--- config.mk ---
export PLATFORM = sky130hd
export DESIGN_NAME = adxl362_burst_reader
export DESIGN_NICKNAME = d
export VERILOG_FILES = /design/src/rtl/adxl362_burst_reader.sv
export SDC_FILE = /design/constraint.sdc
export NUM_CORES = 1
export LEC_CHECK = 0
export ABC_CLOCK_PERIOD_IN_PS = 5380
export CORE_MARGIN = 1
export CORE_UTILIZATION = 38
export CTS_CLUSTER_DIAMETER = 120
export DETAILED_ROUTE_END_ITERATION = 16
export PLACE_DENSITY_LB_ADDON = 0.08
export RECOVER_POWER = 25
export SYNTH_ARGS = -nofsm -noshare
export SYNTH_HDL_FRONTEND = slang
export SYNTH_SLANG_ARGS = --single-unit
--- constraint.sdc ---
create_clock -name iclk -period 5.38 [get_ports iclk]
set_input_delay 0.538 -clock iclk [delete_from_list [all_inputs] [get_ports iclk]]
set_output_delay 0.538 -clock iclk [all_outputs]
set_load 0.02 [all_outputs]
--- src/rtl/adxl362_burst_reader.sv ---
// ADXL362 reader: powers up, writes measurement mode, then burst-reads 1-3 axes from 0x0E over SPI mode 0.
// Optional: define ADXL362_TEMP_EN to burst all 8 data bytes and publish temp_data.
module adxl362_burst_reader #(
  parameter int CLK_DIV     = 2,
  parameter int NUM_AXES    = 3,
  parameter int PWRUP_TICKS = 24000,
  parameter int IFG_TICKS   = 40000
) (
  input  logic                   iclk,
  input  logic                   rst,
  input  logic                   enable,
  input  logic                   miso,
  output logic                   sclk,
  output logic                   mosi,
  output logic                   cs,
  output logic [16*NUM_AXES-1:0] axis_data,
  output logic                   data_valid,
  output logic                   busy,
`ifdef ADXL362_TEMP_EN
  output logic [15:0]            temp_data,
`endif
  output logic [15:0]            frame_cnt
);

`ifdef ADXL362_TEMP_EN
  localparam int DATA_BYTES = 8;
`else
  localparam int DATA_BYTES = 2 * NUM_AXES;
`endif
  localparam int SH_W     = 8 * DATA_BYTES;
  localparam int WAIT_MAX = (PWRUP_TICKS > IFG_TICKS) ? PWRUP_TICKS : IFG_TICKS;
  localparam int WAIT_W   = $clog2(WAIT_MAX + 1);
  localparam int DIV_W    = $clog2(CLK_DIV);

  localparam logic [3:0]        WRITE_LAST = 4'd2;
  localparam logic [3:0]        READ_LAST  = 4'(1 + DATA_BYTES);
  localparam logic [WAIT_W-1:0] PWRUP_END  = WAIT_W'(PWRUP_TICKS - 1);
  localparam logic [WAIT_W-1:0] IFG_END    = WAIT_W'(IFG_TICKS - 1);
  localparam logic [DIV_W-1:0]  DIV_END    = DIV_W'(CLK_DIV - 1);

  localparam logic [2:0] ST_PWRUP = 3'd0;
  localparam logic [2:0] ST_WRITE = 3'd1;
  localparam logic [2:0] ST_GAP   = 3'd2;
  localparam logic [2:0] ST_READ  = 3'd3;
  localparam logic [2:0] ST_DONE  = 3'd4;

  logic [2:0]        state;
  logic [WAIT_W-1:0] wait_cnt;
  logic [DIV_W-1:0]  div_cnt;
  logic [2:0]        bit_idx;
  logic [3:0]        byte_idx;
  logic              tail;
  logic [6:0]        rx_sr;
  logic [SH_W-1:0]   shadow;
  logic [7:0]        tx_byte;
  logic [3:0]        last_byte;

  always_comb begin
    tx_byte = 8'h00;
    if (state == ST_WRITE) begin
      case (byte_idx)
        4'd0:    tx_byte = 8'h0A;
        4'd1:    tx_byte = 8'h2D;
        default: tx_byte = 8'h02;
      endcase
    end else if (state == ST_READ) begin
      case (byte_idx)
        4'd0:    tx_byte = 8'h0B;
        4'd1:    tx_byte = 8'h0E;
        default: tx_byte = 8'h00;
      endcase
    end
  end

  assign last_byte = (state == ST_WRITE) ? WRITE_LAST : READ_LAST;
  assign mosi      = (!cs && !tail) ? tx_byte[~bit_idx] : 1'b0;
  assign busy      = ~cs;

  // Each half-period of CLK_DIV ticks either raises sclk (sample), lowers it (advance bit),
  // or, after the final falling edge, closes the transaction by raising cs.
  always_ff @(posedge iclk) begin
    if (rst) begin
      state      <= ST_PWRUP;
      wait_cnt   <= '0;
      div_cnt    <= '0;
      bit_idx    <= '0;
      byte_idx   <= '0;
      tail       <= 1'b0;
      rx_sr      <= '0;
      shadow     <= '0;
      cs         <= 1'b1;
      sclk       <= 1'b0;
      axis_data  <= '0;
      data_valid <= 1'b0;
      frame_cnt  <= '0;
`ifdef ADXL362_TEMP_EN
      temp_data  <= '0;
`endif
    end else begin
      data_valid <= 1'b0;
      case (state)
        ST_PWRUP: begin
          if (wait_cnt == PWRUP_END) begin
            state <= ST_WRITE;
            cs    <= 1'b0;
          end else begin
            wait_cnt <= wait_cnt + 1'b1;
          end
        end
        ST_WRITE, ST_READ: begin
          if (div_cnt != DIV_END) begin
            div_cnt <= div_cnt + 1'b1;
          end else begin
            div_cnt <= '0;
            if (tail) begin
              cs       <= 1'b1;
              tail     <= 1'b0;
              byte_idx <= '0;
              wait_cnt <= '0;
              state    <= (state == ST_WRITE) ? ST_GAP : ST_DONE;
            end else if (!sclk) begin
              sclk  <= 1'b1;
              rx_sr <= {rx_sr[5:0], miso};
              if (state == ST_READ && bit_idx == 3'd7 && byte_idx >= 4'd2)
                shadow <= {rx_sr, miso, shadow[SH_W-1:8]};
            end else begin
              sclk    <= 1'b0;
              bit_idx <= bit_idx + 1'b1;
              if (bit_idx == 3'd7) begin
                if (byte_idx == last_byte)
                  tail <= 1'b1;
                else
                  byte_idx <= byte_idx + 1'b1;
              end
            end
          end
        end
        ST_GAP: begin
          // Counter saturates at its end value so a later enable starts the frame at once.
          if (wait_cnt != IFG_END) begin
            wait_cnt <= wait_cnt + 1'b1;
          end else if (enable) begin
            state <= ST_READ;
            cs    <= 1'b0;
          end
        end
        ST_DONE: begin
          axis_data  <= shadow[16*NUM_AXES-1:0];
`ifdef ADXL362_TEMP_EN
          temp_data  <= shadow[63:48];
`endif
          data_valid <= 1'b1;
          frame_cnt  <= frame_cnt + 1'b1;
          wait_cnt   <= '0;
          state      <= ST_GAP;
        end
        default: begin
          state <= ST_PWRUP;
          cs    <= 1'b1;
          sclk  <= 1'b0;
        end
      endcase
    end
  end

endmodule

==> metrics.csv, run 1 <==
stage;metric;value;unit
placement;dp_hpwl;9.496;mm
setup_path;max_stage_delay;0.66;ns
timing;worst_pin_slew;1.389;ns
setup_path;end_kind;output port;
floorplan;die_x;128.6;um
clock_tree;path_clk_slew;0.06;ns
layout;post-route-util;0.4779;
clock_tree;clkLatencyLatePin;0.42;ns
clock_tree;postCtsSetupBuffers;0;
floorplan;io_pins;73;
min_path;holdPathEnd;axis_data[5];
synth;synth_cell_type_count;61;
floorplan;rows;45;
min_path;hold_depth;2;
timing;fmax;279.1;MHz
setup_path;crit_path_max_fanout;16;
synth;yosys_register_bits;150;
power_and_ir_drop;p_leak;2.520;nW
synth;yosysSeqAreaShare;0.4932;
timing;fin_tns_setup;0;ns
min_path;hold_path.class;reg -> reg;
placement;port_buffers;72;
layout;diodes;0;
clock_tree;cts_buffers;17;
global_routing;grt_pass1_wl;24.16;mm
synth;ys.flop_type;dfxtp_1;
global_routing;track_usage;0.1841;
status;status;finished clean;
timing;clock_skew;0.01317;ns
clock_tree;clockRootBuffer;clkbuf_16;
floorplan;die_area;0.01653;sq mm
power_and_ir_drop;peakVddDrop;0.0002033;V
clock_tree;cts_max_level;4;
timing;relSlewSlack;0.07180;
timing;setup_viol_count_final;0;
timing;hold_violations;0;
synth;syn_area;0.006088;sq mm
job;maxCapViolations;0;
drt;vias;5248;
timing;min_period;3.583;ns
placement;place.gp.congestion;0.7805;
layout;final_cell_mix;nand2_1, dfxtp_1, a21oi_1;
setup_path;arrival;3.04;ns
synth;synth_nets;777;
drt;routed_wl;14.54;mm
clock_tree;clk_path_buf_depth;2;
global_routing;grt_overflow_total;0;
global_routing;grt_pass1_vias;5094;
clock_tree;cts_tree;yes;
setup_path;critPathKind;reg -> out;
synth;netlist_instances;765;
setup_path;critical_path.top_delay_family;compound AO/OA/AOI/OAI gates;
floorplan;coreArea;0.01543;sq mm
clock_tree;cts.sinks;150;
synth;syn_avg_cell_area;7.959;sq um
synth;synth_edf_count;0;
layout;syn2layout_area_growth;21.11;%
global_routing;grt_max_degree;82;
setup_path;reg2regPathDepth;5;
setup_path;crit_buf_inv;1;
global_routing;antenna_found_initial;0;
synth;async_reset_ff_frac;0;
layout;drive_gt1_frac;0.05392;
power_and_ir_drop;p_per_area;294.7;mW/mm^2
drt;drt_iter0_drc;313;
setup_path;startpoint_type;flip-flop;
drt;ant_nets;0;
floorplan;start_util;0.3946;
drt;viasPerCell;5.110;
setup_path;rrSetupSlack;2.19;ns
timing;fin_crit_sh;0.6659;
setup_path;reg2reg_from;state[2];
timing;finalMaxSlewViolations;0;
setup_path;worst_path_max_delay_cell;clkdlybuf4s50_1;
drt;dr.pass1.iters;4;
setup_path;path_cells;nor2b_1, nand4_1, a211o_1, a221o_1, o41ai_1, clkdlybuf4s50_1;
clock_tree;cts_resized;0;
clock_tree;cts_hold_buf;0;
layout;layout_commonest_cell;nand2_1;
timing;rsz0062_at_grt;false;
setup_path;cp.required;4.84;ns
layout;nNetsFinal;822;
setup_path;r2r_end;frame_cnt[15];
synth;yosys_warnings;0;
drt;wl_per_cell;14.16;um
floorplan;die_height;128.6;um
min_path;worstHoldStart;axis_data[5];
drt;route.detailed.drc;0;
## cells in the mapped netlist, types with 2 or more instances
master,n,share of area
a221o_1,2,0.0033
o21ai_0,13,0.011
a31oi_1,12,0.012
nand3_1,15,0.012
a211o_1,2,0.0029
clkbuf_1,38,0.023
a21oi_1,120,0.099
or4b_1,2,0.0033
buf_2,5,0.0041
a32o_1,2,0.0033
mux2i_1,3,0.0049
nand2_1,236,0.15
and3_1,2,0.0021
nor3_1,6,0.0049
xnor2_1,9,0.013
buf_1,6,0.0037
o41ai_1,2,0.0029
or3_1,6,0.0062
or2_2,3,0.0031
a41oi_1,2,0.0029
ha_1,8,0.016
nor4_1,9,0.0092
xor2_1,7,0.010
a211oi_1,2,0.0025
nor2_1,30,0.018
nand4_1,12,0.012
or4b_2,2,0.0033
and2_1,2,0.0021
nor3b_1,3,0.0037
nand3b_1,4,0.0049
o211ai_2,2,0.0041
o211ai_1,2,0.0025
o21ai_1,2,0.0016
dfxtp_1,150,0.49
inv_1,17,0.010
nor2b_1,2,0.0021
## cell families (layout without fill, tap and decap cells)
logic type	Yosys count	count (layout)	share of synthesized area
AOI/OAI and AO/OA	177	177	0.1700
muxes	3	3	0.004932
adders and majority gates	8	8	0.01644
DFF	150	150	0.4932
buffers and inverters	67	118	0.04357
and+or+nand+nor	344	344	0.2489
xor gates and xnor gates	16	16	0.02302
## how the worst max path moves through the flow
| stage | from | endpoint | slack [ns] | cells past startpoint |
|---|---|---|---|---|
| 2_1_floorplan | byte_idx[0] | mosi | 2.84 | 3 |
| 3_3_place_gp | state[0] | mosi | 2.33 | 6 |
| 3_5_place_dp | state[0] | mosi | 2.26 | 6 |
| 4_1_cts | state[0] | mosi | 1.78 | 6 |
| 5_1_grt | state[0] | mosi | 1.64 | 6 |
| 6_report | state[0] | mosi | 1.80 | 6 |
## worst min-delay path, stage by stage, from the launching register on
cell,delay (ns)
dfxtp_1,0.30
nand2_1,0.05
a21oi_1,0.05
## area by class of cell
type                    count  area [sq um]
clock buffers              18         429.2
clock inverters             7         40.04
fillers                  1552          8054
inverters                  17         63.81
multi-input cells         548          2825
flip-flops and latches    150          3003
well taps                 211         264.0
repair buffers             76         748.2
## through the flow
| step | area [sq um] | hold slack, ns | worst slack, ns | std cells | total power [mW] |
|---|---|---|---|---|---|
| detailed placement | 6909 | 0.4468 | 2.264 | 1002 | 1.213 |
| CTS | 7378 | 0.4545 | 1.780 | 1027 | 2.200 |
| finish | 7373 | 0.4499 | 1.797 | 1027 | 2.173 |
| floorplan | 6088 | 0.4321 | 2.836 | 765 | 1.195 |
| global placement | 6909 | 0.4457 | 2.326 | 1002 | 1.210 |
| global route | 7373 | 0.4755 | 1.640 | 1027 | 2.257 |
## per-layer routing
layer	track usage	wire (um)	vias to the layer above
met5	0	0	-
met4	0.07128	128	0
met3	0.04075	455	10
met2	0.3103	6968	85
met1	0.2290	6986	2471
li1	-	-	2682
## registers in the layout, indices dropped and copies added, names as in the netlist
register	count
cs	1
frame_cnt	16
axis_data	48
div_cnt	1
tail	1
data_valid	1
rx_sr	7
sclk	1
state	3
shadow	48
wait_cnt	16
bit_idx	3
byte_idx	4
## where the power goes
group	internal, mW	leakage (nW)	total, mW	switching, mW
combinational	0.0169	1.08	0.0505	0.0335
clock	0.564	0.231	0.984	0.420
sequential	1.12	1.21	1.14	0.0171
total	1.70	2.52	2.17	0.471
Power figures use the tool's default switching activity.
==> run 2: changes to the inputs <==
--- a/config.mk
+++ b/config.mk
@@ -5,7 +5,7 @@
 export SDC_FILE = /design/constraint.sdc
 export NUM_CORES = 1
 export LEC_CHECK = 0
-export ABC_CLOCK_PERIOD_IN_PS = 5380
+export ABC_CLOCK_PERIOD_IN_PS = 3050
 export CORE_MARGIN = 1
 export CORE_UTILIZATION = 38
 export CTS_CLUSTER_DIAMETER = 120
==> constraint.sdc (replaced) <==
create_clock -name iclk -period 3.05 [get_ports iclk]
set_input_delay 0.305 -clock iclk [delete_from_list [all_inputs] [get_ports iclk]]
set_output_delay 0.305 -clock iclk [all_outputs]
set_load 0.02 [all_outputs]
==> run 2 against run 1 <==
Cell area is 3.6% higher. Via count up 1.0%. Flip-flop and latch count did not move. First-iteration DRC count rose by 39%. Critical endpoint unchanged. Sequential share of layout area decreased by 1.4 points. Critical path type unchanged. Non-clock buffer count is 5 higher. Total power up 100%. Hold slack worse by 0.043 ns. Count of clock-buffer cells in the layout grew 3.
==> metrics.csv, run 2 (synthesis results as in run 1) <==
stage;metric;value;unit
drt;route.detailed.drc;0;
placement;dp_hpwl;9.473;mm
placement;place.gp.congestion;0.8420;
drt;vias;5301;
layout;post-route-util;0.4953;
layout;diodes;0;
timing;fin_tns_setup;0;ns
global_routing;antenna_found_initial;0;
power_and_ir_drop;seq_power_share;0.451;
setup_path;cp.required;2.74;ns
power_and_ir_drop;totalPowerFinal;4.452;mW
layout;layout_commonest_cell;nand2_1;
power_and_ir_drop;p_leak;2.652;nW
timing;holdWs;0.4067;ns
power_and_ir_drop;peakVddDrop;0.0003613;V
power_and_ir_drop;internal_power;3.551;mW
clock_tree;cts_hold_buf;0;
layout;nNetsFinal;827;
power_and_ir_drop;p_switching;0.9011;mW
timing;worst_pin_slew;0.6656;ns
timing;fin_crit_sh;0.9137;
floorplan;start_util;0.3946;
min_path;hold_path.class;in -> reg;
global_routing;grt_overflow_total;0;
timing;clock_skew;0.007392;ns
drt;routed_wl;14.75;mm
timing;min_period;2.787;ns
setup_path;crit_start;byte_idx[1];
floorplan;rows;45;
floorplan;io_pins;73;
layout;final_cell_mix;nand2_1, dfxtp_1, a21oi_1;
power_and_ir_drop;combPwrFrac;0.021;
floorplan;die_area;0.01653;sq mm
power_and_ir_drop;clkPwrFrac;0.528;
timing;fmax;358.8;MHz
job;maxCapViolations;0;
timing;rsz0062_at_grt;false;
timing;relSlewSlack;0.5562;
clock_tree;cts.sinks;150;
timing;setup_viol_count_final;0;
drt;drt_iter0_drc;436;
status;status;finished clean;
global_routing;track_usage;0.1877;
setup_path;crit_path_max_fanout;7;
clock_tree;cts_tree;yes;
layout;reg_top3;axis_data: 48 flops, shadow: 48 flops;
setup_path;startpoint_type;flip-flop;
min_path;worstHoldStart;rst;
timing;finalMaxSlewViolations;0;
placement;port_buffers;72;
drt;dr.pass1.iters;4;
clock_tree;clk_path_buf_depth;2;
clock_tree;cts_buffers;17;
clock_tree;clockRootBuffer;clkbuf_16;
drt;ant_nets;0;
layout;drive_gt1_frac;0.06884;
floorplan;die_height;128.6;um
setup_path;end_kind;output port;
setup_path;critPathKind;reg -> out;
timing;hold_violations;0;
drt;wl_per_cell;14.19;um
layout;syn2layout_area_growth;25.50;%
global_routing;grt_pass1_wl;24.41;mm
power_and_ir_drop;switching_share;0.2024;
global_routing;grt_max_degree;86;
setup_path;reg2reg_from;wait_cnt[0];
clock_tree;cts_max_level;4;
power_and_ir_drop;p_per_area;582.6;mW/mm^2
drt;viasPerCell;5.102;
setup_path;arrival;2.48;ns
global_routing;grt_pass1_vias;4916;
floorplan;die_x;128.6;um
clock_tree;path_clk_slew;0.06;ns
floorplan;coreArea;0.01543;sq mm
clock_tree;clkLatencyLatePin;0.42;ns
run 2: metal layers:
layer,up-vias,track usage,routed length (um)
met5,-,0,0
met4,0,0.05398,101
met3,11,0.05073,509
met2,104,0.3119,6985
met1,2477,0.2385,7152
li1,2709,-,-
run 2: final timing paths:
check	to	slack, ns	cells past startpoint
worst max-delay path	mosi	0.26	7
worst max register to register	wait_cnt[3]	0.63	6
worst min register to register	shadow[47]	0.45	2
worst min-delay path	frame_cnt[15]	0.41	2
run 2: stage by stage:
| step | instance area (sq um) | setup slack (ns) | cells |
|---|---|---|---|
| after detailed placement | 6972 | 0.4320 | 1007 |
| after floorplan | 6088 | 0.7389 | 765 |
| after global placement | 6972 | 0.4315 | 1007 |
| after global routing | 7641 | 0.1293 | 1039 |
| after CTS | 7645 | 0.2654 | 1039 |
| final | 7641 | 0.2631 | 1039 |
run 2: final cells by class:
type	instances	area [sq um]
Multi-Input combinational cell	548	2830
Sequential cell	150	3003
Tap cell	211	264.0
Fill cell	1522	7786
Timing Repair Buffer	81	805.8
Inverter	17	63.81
Clock buffer	21	480.5
Clock inverter	11	193.9
run 2: worst max-delay path: stages (launching register included):
cell and delay, ns:
dfxtp_1 0.36, inv_1 0.12, ha_1 0.20, or4b_2 0.61
o211ai_1 0.19, a221o_1 0.17, o41ai_1 0.07, dlygate4sd2_1 0.33
run 2: repair_timing:
item	in CTS	in global routing
gates resized for setup	1	0
buffers inserted	0	0
setup endpoints to repair	1	0
run 2: power groups by stage:
stage | registers (mW) | logic (mW) | clock network, mW
5_1_grt | 2.01 | 0.103 | 2.51
3_5_place_dp | 2.05 | 0.0923 | 0
6_report | 2.01 | 0.0923 | 2.35
2_1_floorplan | 2.04 | 0.0680 | 0
4_1_cts | 2.01 | 0.0927 | 2.40
3_3_place_gp | 2.05 | 0.0885 | 0
